`config.mk`:
```
export PLATFORM = sky130hd
export DESIGN_NAME = serial_transmit
export DESIGN_NICKNAME = d
export VERILOG_FILES = /design/src/rtl/serial_pkg.sv /design/src/rtl/tx_bit_timer.sv /design/src/rtl/serial_transmit.sv
export SDC_FILE = /design/constraint.sdc
export NUM_CORES = 1
export LEC_CHECK = 0
export BUFFER_PORTS_ARGS = -buffer_cell sky130_fd_sc_hd__buf_2
export CAP_MARGIN = 0
export CORE_MARGIN = 10
export CORE_UTILIZATION = 57
export DETAILED_ROUTE_END_ITERATION = 12
export PLACE_DENSITY_LB_ADDON = 0.1
export RECOVER_POWER = 25
export SYNTH_ARGS = -nofsm -noshare
export SYNTH_HDL_FRONTEND = slang
export SYNTH_HIERARCHICAL = 1
export SYNTH_SLANG_ARGS = --single-unit
```
`constraint.sdc`:
```
create_clock -name clk -period 2.55 [get_ports clk]
set_input_delay 0.3825 -clock clk [delete_from_list [all_inputs] [get_ports clk]]
set_output_delay 0.3825 -clock clk [all_outputs]
set_load 0.02 [all_outputs]
```
`src/rtl/serial_pkg.sv`:
```
// Shared serial-link constants and types, used by both the transmit and receive paths
// so that bit timing and frame shape always agree.
package serial_pkg;

  localparam int DEF_CLKS_PER_BIT = 16;
  localparam int DEF_DATA_BITS    = 8;
  localparam int DEF_STOP_BITS    = 1;

  localparam logic LINE_IDLE   = 1'b1;
  localparam logic START_LEVEL = 1'b0;

  typedef enum logic [1:0] {IDLE, START, DATA, STOP} tx_state_t;

  // Counter width for a modulo-n count; never narrower than one bit.
  function automatic int cnt_w(input int n);
    return (n > 1) ? $clog2(n) : 1;
  endfunction

endpackage

```
`src/rtl/tx_bit_timer.sv`:
```
// Bit-period counter: counts 0..CLKS_PER_BIT-1 while enabled and flags the last cycle
// of each bit.
module tx_bit_timer import serial_pkg::*; #(
  parameter int CLKS_PER_BIT = DEF_CLKS_PER_BIT
) (
  input  logic clk,
  input  logic rst,
  input  logic en,
  input  logic clr,
  output logic bitEnd
);

  localparam int              CNT_W = cnt_w(CLKS_PER_BIT);
  localparam logic [CNT_W-1:0] LAST = CNT_W'(CLKS_PER_BIT - 1);

  logic [CNT_W-1:0] cnt_q, cnt_d;

  always_comb begin
    cnt_d = cnt_q;
    if (clr)     cnt_d = '0;
    else if (en) cnt_d = (cnt_q == LAST) ? '0 : cnt_q + CNT_W'(1);
  end

  always_ff @(posedge clk) begin
    if (!rst) cnt_q <= '0;
    else      cnt_q <= cnt_d;
  end

  assign bitEnd = en && (cnt_q == LAST);

endmodule

```
`src/rtl/serial_transmit.sv`:
```
// Serial transmitter: start bit, LSB-first data, stop bit(s), with a one-entry holding
// register so a queued byte follows the current frame without an idle gap.
module serial_transmit import serial_pkg::*; #(
  parameter int CLKS_PER_BIT = DEF_CLKS_PER_BIT,
  parameter int DATA_BITS    = DEF_DATA_BITS,
  parameter int STOP_BITS    = DEF_STOP_BITS
) (
  input  logic                 clk,
  input  logic                 rst,
  input  logic [DATA_BITS-1:0] parallelDataIn,
  input  logic                 load,
  output logic                 ready,
  output logic                 serialDataOut,
  output logic                 busy,
  output logic                 charSent
);

  localparam int               IDX_W    = cnt_w(DATA_BITS);
  localparam int               STP_W    = $clog2(STOP_BITS + 1);
  localparam logic [IDX_W-1:0] IDX_LAST = IDX_W'(DATA_BITS - 1);
  localparam logic [STP_W-1:0] STP_LAST = STP_W'(STOP_BITS - 1);

  tx_state_t            state_q, state_d;
  logic [DATA_BITS-1:0] shift_q, shift_d;
  logic [DATA_BITS-1:0] hold_q, hold_d;
  logic                 hold_full_q, hold_full_d;
  logic [IDX_W-1:0]     idx_q, idx_d;
  logic [STP_W-1:0]     stp_q, stp_d;
  logic                 line_q, line_d;

  logic                 bit_end, accept, avail, frame_done;
  logic [DATA_BITS-1:0] next_byte;

  tx_bit_timer #(.CLKS_PER_BIT(CLKS_PER_BIT)) u_timer (
    .clk    (clk),
    .rst    (rst),
    .en     (state_q != IDLE),
    .clr    (state_q == IDLE),
    .bitEnd (bit_end)
  );

  assign accept     = load && !hold_full_q;
  // A held byte always goes before a new one; the two are never both live.
  assign avail      = hold_full_q || accept;
  assign next_byte  = hold_full_q ? hold_q : parallelDataIn;
  assign frame_done = (state_q == STOP) && bit_end && (stp_q == STP_LAST);

  always_comb begin
    state_d     = state_q;
    shift_d     = shift_q;
    hold_d      = hold_q;
    hold_full_d = hold_full_q;
    idx_d       = idx_q;
    stp_d       = stp_q;

    case (state_q)
      IDLE: if (avail) begin
        state_d     = START;
        shift_d     = next_byte;
        hold_full_d = 1'b0;
      end
      START: if (bit_end) begin
        state_d = DATA;
        idx_d   = '0;
      end
      DATA: if (bit_end) begin
        shift_d = shift_q >> 1;
        if (idx_q == IDX_LAST) begin
          state_d = STOP;
          stp_d   = '0;
        end else begin
          idx_d = idx_q + IDX_W'(1);
        end
      end
      STOP: if (bit_end) begin
        if (stp_q != STP_LAST) begin
          stp_d = stp_q + STP_W'(1);
        end else if (avail) begin
          state_d     = START;
          shift_d     = next_byte;
          hold_full_d = 1'b0;
        end else begin
          state_d = IDLE;
        end
      end
      default: state_d = IDLE;
    endcase

    // Mid-frame accepts park in the holding register; at frame end they bypass it.
    if (state_q != IDLE && accept && !frame_done) begin
      hold_d      = parallelDataIn;
      hold_full_d = 1'b1;
    end

    case (state_d)
      START:   line_d = START_LEVEL;
      DATA:    line_d = shift_d[0];
      default: line_d = LINE_IDLE;
    endcase
  end

  always_ff @(posedge clk) begin
    if (!rst) begin
      state_q     <= IDLE;
      shift_q     <= '0;
      hold_q      <= '0;
      hold_full_q <= 1'b0;
      idx_q       <= '0;
      stp_q       <= '0;
      line_q      <= LINE_IDLE;
    end else begin
      state_q     <= state_d;
      shift_q     <= shift_d;
      hold_q      <= hold_d;
      hold_full_q <= hold_full_d;
      idx_q       <= idx_d;
      stp_q       <= stp_d;
      line_q      <= line_d;
    end
  end

  assign serialDataOut = line_q;
  assign busy          = (state_q != IDLE);
  assign ready         = !hold_full_q;
  assign charSent      = frame_done;

endmodule
```
Word level (Yosys, flattened, before mapping)
Index checks and enable logic that the tools add are counted.
Word-level totals
  bits in latches: 0
  bits in registers: 28
  RAM bits: 0
  logic and storage cells: 79
  output and inout bits: 4
  bits in read-only memories: 0
  memories kept: 0
  input bits: 11
Operators by class
  muxes and demuxes: 30
  bitwise gates (word level): 2
  multipliers: 0
  div/mod/pow operators: 0
  shift-type cells: 0
  add/sub/neg operators: 3
  $lt $le $gt $ge: 0
  reductions and logical operators: 20
  equal/unequal tests: 15
Operators with widths (count)
  $mux W8: 5
  $pmux W8 S3: 1
  $mux W2: 6
  $ne A2 B2 Y1 const B: 6
  $reduce_and A4 Y1: 3
  $mux W1: 9
  $mux W3: 3
  $pmux W2 S4: 1
  $eq A2 B2 Y1 const B: 3
  $logic_and A1 B1 Y1: 6
  $ne A3 B2 Y1 const B: 2
  $pmux W1 S2: 3
  $pmux W3 S2: 1
  $reduce_bool A2 Y1: 3
  $reduce_bool A3 Y1: 2
  $add A4 B1 Y4 const B: 1
  $eq A2 B1 Y1 const B: 2
  $eq A4 B4 Y1 const B: 1
  $mux W4: 1
  $add A3 B1 Y3 const B: 1
  $eq A3 B3 Y1 const B: 1
  $reduce_and A3 Y1: 1
  $logic_not A1 Y1: 2
  $logic_not A2 Y1: 1
  4 further kinds: 5

Logic depth before layout (Yosys ltp)
Gate-level depths: netlist of run 1.
  word-level depth: 9
  gate-level depth with buffers: 12
  depth with buffers taken out: 11

Modules after synthesis
Netlist of run 1, hierarchy kept.
By module, submodules not included
  serial_transmit: cells each 139, seq. area each 460.4 µm², area each 1222.4 µm², instances 1
  tx_bit_timer: cells each 23, seq. area each 80.1 µm², area each 191.4 µm², instances 1

Worst setup path after synthesis of run 1
No wires, ideal clock.
  kind: register to register
  start point: register state_q[1]
  end point: register line_q (netlist: serialDataOut)
  data arrival time: 2.223 ns
  path slack: 0.202 ns
  stages on the path, launching flop included: 12
  setup time: 0.125 ns
  buffers on the path: 0
  clock period less this slack: 2.348 ns
  required time: 2.425 ns
  path through: dfxtp_1 -> inv_1 -> ha_1 -> inv_1 -> nand2_2 -> nor2_1 -> and2b_1 -> o41ai_1 -> a21oi_1 -> ha_1 -> nor2_1 -> o21ai_1
On the way
  cells in the longest elaborated chain, start to end: 6
  elaborated cells between the ends (all ways): 19
  classes of those cells: eq/ne: 5; mux: 11; reduce/logical: 3
Ends and longest elaborated chain
  from (decl): RTL line serial_transmit.sv:23  | tx_state_t state_q, state_d;
  from (signal assigned): RTL line serial_transmit.sv:112  | state_q <= state_d;
  $reduce_bool A2 Y1 (*)
  via busy: RTL line serial_transmit.sv:14  | output logic busy,
  $logic_and A1 B1 Y1 (*): RTL line tx_bit_timer.sv:29  | assign bitEnd = en && (cnt_q == LAST);
  via bit_end: RTL line serial_transmit.sv:31  | logic bit_end, accept, avail, frame_done;
  $mux W2, on equally long branches: RTL line serial_transmit.sv:75, serial_transmit.sv:62, serial_transmit.sv:66
  $pmux W2 S4 (*): RTL line serial_transmit.sv:56  | case (state_q)
  via state_d[1]: RTL line serial_transmit.sv:23
  $eq A2 B2 Y1 or $eq A2 B1 Y1 (tied branches): RTL line serial_transmit.sv:95  | case (state_d)
  $pmux W1 S2 (*): RTL line serial_transmit.sv:95
  to (signal assigned): RTL line serial_transmit.sv:118  | line_q <= line_d;
  to (decl): RTL line serial_transmit.sv:29  | logic line_q, line_d;
Mark *: on every way through the listed nets, which the timed path passes. The rest lies on a longest branch. The select of a mux whose other input is x is not followed.
A chain may end at the register's enable or synchronous reset.

Worst setup path after layout of run 1
  start point: register state_q[0]
  end point: output port charSent
On the way
  cells in the longest elaborated chain, start to end: 4
  elaborated cells between the ends (all ways): 5
  classes of those cells: eq/ne: 1; reduce/logical: 4
Ends and longest elaborated chain
  $reduce_bool A2 Y1: RTL line serial_transmit.sv:37  | .en (state_q != IDLE),
  $logic_and A1 B1 Y1: RTL line tx_bit_timer.sv:29
  via bit_end: RTL line serial_transmit.sv:31
  $logic_and A1 B1 Y1 (2 in series): RTL line serial_transmit.sv:46  | assign frame_done = (state_q == STOP) && bit_end && (stp_q == STP_LAST);
  to (decl): RTL line serial_transmit.sv:15  | output logic charSent
The timed path passes the listed nets, and every way through them passes these cells.

==> impl_metrics.yaml, run 1 <==
pwr:
  p_leak_nw: 0.658
  internal_power_uw: 551
  clock_power_share_pct: 24.9
  swShare_pct: 28.4
  powerDensity_mw_per_mm2: 499
  comb_power_share_pct: 16.2
  p_sw_uw: 219
  power_frac_seq_pct: 59.0
  irDropWorstVdd_uv: 340
clocking:
  cts_root_buffer: "clkbuf_4"
  ctsHoldBuffers: 0
  clk_pin_slew_ps: 160
  tritoncts: "done"
  postCtsSetupBuffers: 0
  cts_resized: 0
  cts_buffers: 3
  cts.sinks: 27
  clock_path_buffers: 2
  clock_latency_ps: 330
  htreeDepth: 1
cells_and_area:
  n_antenna_cell: 0
  final_util_pct: 67.1
  fin_area_mm2: 0.00154
  syn2layout_area_growth_pct: 9.03
  nets: 198
  layout-drive-gt1-share_pct: 14.7
global_routing:
  grt_start_max_net_pins: 18
  antenna_found_initial: 0
  grt.total_usage_pct: 12.4
  grt_pass1_vias: 1250
  grt_pass1_wl_mm: 5.34
  grt_remaining_overflow: 0
synth:
  synth_top_cell_area_share_pct: 38.2
  synthesis.area_mm2: 0.00141
  synth_most_common_cell: "dfxtp_1"
  syn_area_per_cell_um2: 8.73
  synth-main-ff-cell: "dfxtp_1"
  synth_top_area_cell: "dfxtp_1"
  synth_async_sr_flop_share_pct: 0
  yosys_warnings: 6
  ys_seq_area_share_pct: 38.2
  synth_area_leaders: "dfxtp_1, ha_1, mux2i_1, nor2_1, a21oi_1"
  synth-seq-cells: 27
  synthDistinctLibCells: 40
  yosys-top-cells-count: "dfxtp_1, nor2_1, a21oi_1, nand2_1"
  netlist_instances: 162
  synth_edf_count: 0
  synthesis.nets: 182
floorplanning:
  num_rows: 17
  start_util_pct: 61.5
  io_pins: 15
  die_x_um: 69.8
  die_area_mm2: 0.00487
  die_h_um: 69.8
  coreArea_mm2: 0.00230
timing:
  rsz0062_at_grt: "no"
  finalCriticalPeriod_ps: 2310
  worstMarginPinSlew_ps: 593
  fin_crit_sh_pct: 90.6
  max_slew_margin_pct: 60.1
  fmax_mhz: 433
  setup_viol: 0
  finClkSkew_ps: 12.1
  finalHoldWorstSlack_ps: 288
  tns_ps: 0
  slew_violations: 0
  final-hold-violation-count: 0
route:
  vias_per_cell: 6.04
  dr.pass1.iters: 4
  postRouteAntennaNets: 0
  via_count: 1238
  remaining_drc_errors: 0
  wirelength_mm: 3.14
  first_iter_violations: 126
  post_drt_wl_per_cell_um: 15.3
setup_path:
  startpoint_type: "flop"
  cp.arrival_ps: 1930
  worstSetupPathType: "flop to output port"
  endpoint_kind: "output port"
  path_common_cell: "inv_1"
  critPathRequiredTime_ps: 2170
  crit_chain: "inv_1 > ha_2 > inv_1 > nand2_2 > nor2_1 > buf_4 > and2_1 > buf_2"
  critical_path.slowest_cell: "dfxtp_1"
  max_stage_delay_ps: 480
  path_max_fanout: 11
placed_design:
  place.gp.congestion: 0.853
  hpwl_mm: 2.32
  numPortBuffers: 14
  dpl_cell_area_mm2: 0.00152
min_path:
  hold_path_class: "input port to flop"
run:
  drv_cap: 0
outcome:
  status: "finished, final reports clean"
flip-flops by register name (all words and copies together), names as in the netlist:
register       cells
hold_full_q        1
shift_q            8
idx_q              3
state_q            2
hold_q             8
serialDataOut      1
u_timer/cnt_q      4
critical path: cells and delay by family (launching register included):
kind / cells / cell delay (ps)
adder cells (fa/ha/maj): 1 / 250
buffers and inverters: 4 / 550
flip-flops: 1 / 480
AND/OR/NAND/NOR: 3 / 320
cell usage in the layout (no fill, tap or decap), types with 5 or more instances in the layout:
master and count:
nand2_1 13, nor2_1 24, nand3_1 8, a221o_1 6, buf_2 12, o21ai_0 5
ha_1 8, a21oi_1 15, inv_1 7, mux2i_1 9, dfxtp_1 27
stage by stage:
step	power (mW)	cells	worst slack [ps]
5_1_grt	0.807	205	10.5
4_1_cts	0.773	205	155
2_1_floorplan	0.549	162	202
3_5_place_dp	0.587	201	199
6_report	0.770	205	240
3_3_place_gp	0.583	201	308
worst paths after layout:
path / end / slack, ps / from / cells past startpoint
max reg2reg: serialDataOut / 250 / state_q[0] / 11
min reg2reg: shift_q[7] / 490 / shift_q[7] / 1
max: charSent / 240 / state_q[0] / 8
min: hold_q[7] / 290 / parallelDataIn[7] / 3
layer usage:
metal / global-route usage [%] / part of all wire [%] / vias to the layer above
li1: - / - / 610
met1: 15.3 / 47 / 591
met2: 20.2 / 47 / 33
met3: 2.85 / 5.2 / 4
met4: 4.78 / 0.73 / 0
met5: 0 / 0 / -
layout make-up:
cell class              instances  area [um^2]
clock buffers                   3         22.5
clock inverters                 1         7.51
fillers                       199          756
inverters                       7         26.3
multi-input cells             122          823
flip-flops and latches         27          541
well taps                      28         35.0
repair buffers                 17         86.3
power by group through the flow:
| stage | logic [mW] | clock network, mW | registers (mW) |
|---|---|---|---|
| 6_report | 0.124 | 0.191 | 0.454 |
| 5_1_grt | 0.139 | 0.212 | 0.456 |
| 4_1_cts | 0.126 | 0.194 | 0.453 |
| 3_5_place_dp | 0.125 | 0 | 0.462 |
| 3_3_place_gp | 0.121 | 0 | 0.461 |
| 2_1_floorplan | 0.0892 | 0 | 0.459 |
cell families (layout without fill, tap and decap cells):
logic type               count (synthesis)  count (layout)  share of synthesized area, %
AND/OR/NAND/NOR                         59              59                          19.8
adder cells (fa/ha/maj)                  9               9                          7.96
XOR/XNOR                                 1               1                         0.620
AO/OA/AOI/OAI                           43              43                          22.5
buffers and inverters                   13              28                          3.72
flip-flops                              27              27                          38.2
multiplexers                            10              10                          7.17
Power figures use the tool's default switching activity.
==> inputs of run 2 (changes only) <==
Settings changed: ABC_AREA from default to 1.
==> run 2 against run 1 <==
Total power increased by 86%. Cell count grew 35%. Combinational power rose to 5.2 times the previous value. Largest power group is now combinational logic. Die area increased by 3.7%.
==> impl_metrics.yaml, run 2 <==
synth:
  netlist_instances: 229
  synth_top_area_cell: "dfxtp_1"
  synthDistinctLibCells: 20
  synth_area_leaders: "dfxtp_1, nand2_1, ha_1, nor2_1, nand3_1"
  synthesis.nets: 249
  synth_most_common_cell: "nand2_1"
  ys_seq_area_share_pct: 36.3
  syn_area_per_cell_um2: 6.50
  synth_top_cell_area_share_pct: 36.3
  yosys-top-cells-count: "nand2_1, nor2_1, dfxtp_1, inv_1, nand3_1"
  synth_async_sr_flop_share_pct: 0
  synthesis.area_mm2: 0.00149
  synth-main-ff-cell: "dfxtp_1"
  synth-seq-cells: 27
  yosys_warnings: 6
  synth_edf_count: 0
pwr:
  clock_power_share_pct: 13.4
  power_frac_seq_pct: 41.5
  internal_power_uw: 789
  p_sw_uw: 641
  swShare_pct: 44.8
  irDropWorstVdd_uv: 542
  powerDensity_mw_per_mm2: 883
  p_leak_nw: 0.785
  comb_power_share_pct: 45.0
cells_and_area:
  fin_area_mm2: 0.00162
  multiInputGateArea_um2: 842
  top_regs: "hold_q (8), shift_q (8), u_timer/cnt_q (4)"
  n_antenna_cell: 0
  regArea_um2: 541
  n_fill_cell: 254
  nets: 267
  syn2layout_area_growth_pct: 8.83
  layout-drive-gt1-share_pct: 10.6
  final_common_cell: "nand2_1"
  layout_common_cells: "nand2_1, nor2_1, dfxtp_1"
global_routing:
  grt_remaining_overflow: 0
  grt_pass1_vias: 1326
  grt.total_usage_pct: 13.0
  grt_pass1_wl_mm: 5.75
  antenna_found_initial: 0
  grt_start_max_net_pins: 19
route:
  post_drt_wl_per_cell_um: 11.7
  vias_per_cell: 5.19
  wirelength_mm: 3.22
  remaining_drc_errors: 0
  via_count: 1433
  postRouteAntennaNets: 0
  first_iter_violations: 119
  dr.pass1.iters: 4
timing:
  fmax_mhz: 436
  finalCriticalPeriod_ps: 2290
  setup_viol: 0
  slew_violations: 0
  finalHoldWorstSlack_ps: 313
  finClkSkew_ps: 3.73
  max_slew_margin_pct: 54.1
  worstMarginPinSlew_ps: 687
  fin_crit_sh_pct: 90.0
  tns_ps: 0
  rsz0062_at_grt: "no"
  final-hold-violation-count: 0
run:
  drv_cap: 0
clocking:
  clock_latency_ps: 320
  htreeDepth: 1
  cts_buffers: 3
  cts.sinks: 27
  clock_path_buffers: 2
  ctsHoldBuffers: 0
  cts_root_buffer: "clkbuf_4"
  cts_resized: 0
  postCtsSetupBuffers: 0
  clk_pin_slew_ps: 150
  tritoncts: "done"
floorplanning:
  coreArea_mm2: 0.00248
  start_util_pct: 60.1
  io_pins: 15
  die_h_um: 71.1
  die_area_mm2: 0.00505
  die_x_um: 71.1
  num_rows: 18
outcome:
  status: "finished, final reports clean"
setup_path:
  worstSetupPathType: "flop to flop"
  startpoint_type: "flop"
  endpoint_kind: "flop"
  critPathRequiredTime_ps: 2790
  path_max_fanout: 7
  cp.arrival_ps: 2530
placed_design:
  dpl_cell_area_mm2: 0.00160
  numPortBuffers: 14
  hpwl_mm: 2.49
  place.gp.congestion: 0.823
min_path:
  hold_path_class: "input port to flop"
## run 2: per-stage QoR
step	cells	setup slack [ps]	power [mW]	utilization, %
after floorplan	229	78.2	1.08	-
after CTS	276	178	1.45	65.7
final	276	255	1.43	65.4
after global routing	276	83.5	1.57	65.4
after detailed placement	272	209	1.26	64.4
after global placement	272	237	1.25	64.4
## run 2: logic make-up after synthesis
family          count (synthesis)  share of synthesized area [%]
buf+inv                        28                           7.23
flops                          27                           36.3
compound gates                 31                           10.9
simple gates                  134                           37.9
fa+ha+maj                       9                           7.57
## run 2: worst max-delay path: stages, from the launching register on
cell and delay (ps):
dfxtp_1 480, inv_1 150, ha_1 220, inv_1 70
inv_1 60, nor2_2 220, inv_1 120, or2_2 280
nand3_1 80, and2_1 150, ha_1 230, nor2_1 100
nand2_1 60
## run 2: routing by layer
layer | global-route usage [%] | routed length (um)
met1 | 16.7 | 1560
met2 | 21.4 | 1440
met3 | 2.37 | 205
met4 | 3.87 | 13
met5 | 0 | 0
## run 2: power groups by stage
stage                     clock network, mW  registers, mW  logic (mW)
after global routing                  0.209          0.607       0.751
after floorplan                           0          0.583       0.499
final                                 0.192          0.593       0.644
after CTS                             0.199          0.590       0.661
after global placement                    0          0.597       0.653
after detailed placement                  0          0.600       0.657
## run 2: final timing paths
path / startpoint / to / slack (ps) / cells past startpoint
worst max-delay path: state_q[1] / serialDataOut / 260 / 12
worst min register to register: idx_q[0] / idx_q[0] / 470 / 1
worst min-delay path: parallelDataIn[4] / hold_q[4] / 310 / 3
worst max register to register: state_q[1] / serialDataOut / 260 / 12
## run 2: area by class of cell
cell class,instances,area share [%]
clock buffers,3,1.39
well taps,30,2.32
multi-input cells,174,52.0
inverters,25,5.80
flip-flops and latches,27,33.4
repair buffers,16,4.64
clock inverters,1,0.464
==> inputs of run 3 (changes only) <==
Settings changed: REMOVE_ABC_BUFFERS from default to 1.
==> run 3 against run 2 <==
Non-clock buffer count unchanged. Critical path depth did not move. Sequential share of layout area is 0.052 points higher. Die area stayed put. Sequential power barely moved. Highest routed layer unchanged.
==> impl_metrics.yaml, run 3 (same netlist as run 2, synthesis figures left out) <==
placed_design:
  dpl_cell_area_mm2: 0.00160
  hpwl_mm: 2.38
  place.gp.congestion: 0.826
  dpl_worst_slack_ps: 200
  place_inst: 272
  numPortBuffers: 14
pwr:
  powerDensity_mw_per_mm2: 878
  power.total_mw: 1.42
  irDropWorstVdd_uv: 647
  p_leak_nw: 0.789
cells_and_area:
  final_cells: 276
  syn2layout_area_growth_pct: 8.66
  n_antenna_cell: 0
  nets: 267
  final_util_pct: 65.3
  multiInputGateArea_um2: 842
  regArea_um2: 541
  top_regs: "hold_q (8), shift_q (8), u_timer/cnt_q (4)"
  layout-drive-gt1-share_pct: 10.6
  fin_area_mm2: 0.00162
  layout_common_cells: "nand2_1, nor2_1, dfxtp_1"
  final_common_cell: "nand2_1"
  n_fill_cell: 256
timing:
  finClkSkew_ps: 7.67
  fmax_mhz: 436
  worstMarginPinSlew_ps: 643
  max_slew_margin_pct: 56.9
  fin_crit_sh_pct: 90.0
  rsz0062_at_grt: "no"
  finalCriticalPeriod_ps: 2300
  setup_viol: 0
  finalHoldWorstSlack_ps: 317
  final-hold-violation-count: 0
  tns_ps: 0
  slew_violations: 0
  worst_slack_ps: 255
clocking:
  clock_path_buffers: 2
  cts_resized: 0
  clk_pin_slew_ps: 150
  clock_latency_ps: 320
  cts_buffers: 3
  postCtsSetupBuffers: 0
  cts.sinks: 27
  ctsHoldBuffers: 0
  htreeDepth: 1
  tritoncts: "done"
  cts_root_buffer: "clkbuf_4"
global_routing:
  grt_pass1_wl_mm: 5.62
  grt_remaining_overflow: 0
  grt.total_usage_pct: 12.6
  grt_start_max_net_pins: 19
  grt_pass1_vias: 1296
  antenna_found_initial: 0
setup_path:
  path_common_cell: "inv_1"
  crit_chain: "inv_1 > ha_1 > inv_1 > inv_1 > nor2_2 > inv_1 > or2_2 > nand3_1 > and2_1 > ha_1 > nor2_1 > nand2_1"
  cp.arrival_ps: 2530
  worstSetupPathType: "flop to flop"
  startpoint: "state_q[1]"
  critPathRequiredTime_ps: 2790
  endpoint_kind: "flop"
  path_max_fanout: 7
  rr_startpoint: "state_q[1]"
  max_stage_delay_ps: 480
  startpoint_type: "flop"
  critical_path.slowest_cell: "dfxtp_1"
route:
  wirelength_mm: 3.13
  vias_per_cell: 5.04
  first_iter_violations: 108
  via_count: 1390
  dr.pass1.iters: 6
  post_drt_wl_per_cell_um: 11.3
  postRouteAntennaNets: 0
  remaining_drc_errors: 0
floorplanning:
  num_rows: 18
  die_h_um: 71.1
  coreArea_mm2: 0.00248
  die_x_um: 71.1
  io_pins: 15
  die_area_mm2: 0.00505
  start_util_pct: 60.1
run:
  drv_cap: 0
outcome:
  status: "finished, final reports clean"
min_path:
  hold_start: "parallelDataIn[2]"
  hold_path_class: "input port to flop"
## run 3: changes by cell type in the layout (fill, tap and decap cells not counted), sizes merged
| cell | previous run | this run |
|---|---|---|
| clkinvlp | 1 | 0 |
| clkinv | 1 | 2 |
## run 3: critical path: cells and delay by family, from the launching register on
| kind | cells | cell delay [ps] |
|---|---|---|
| buffers and inverters | 4 | 410 |
| flip-flops | 1 | 480 |
| adder cells (fa/ha/maj) | 2 | 450 |
| AND/OR/NAND/NOR | 6 | 880 |
## run 3: final cells by class
type,instances,area share (%)
Sequential cell,27,33.4
Timing Repair Buffer,16,4.64
Clock buffer,3,1.39
Inverter,25,5.80
Tap cell,30,2.32
Clock inverter,1,0.310
Multi-Input combinational cell,174,52.1
## run 3: power breakdown
group,total (mW),switching [mW],internal (mW)
registers,0.592,0.0789,0.513
logic,0.640,0.424,0.216
clock network,0.187,0.128,0.0588
## run 3: path summary, 6_finish.rpt
| check | slack (ps) | to | cells past startpoint |
|---|---|---|---|
| min | 320 | hold_q[2] | 3 |
| max reg2reg | 250 | serialDataOut | 12 |
| min reg2reg | 470 | idx_q[0] | 1 |
| max | 250 | serialDataOut | 12 |
## run 3: routing by layer
metal	global-route usage [%]	vias up	share of wire [%]
met1	17.3	604	54
met2	19.6	18	41
met5	0	-	0
li1	-	764	-
met4	2.37	0	0.67
met3	3.07	4	4.5
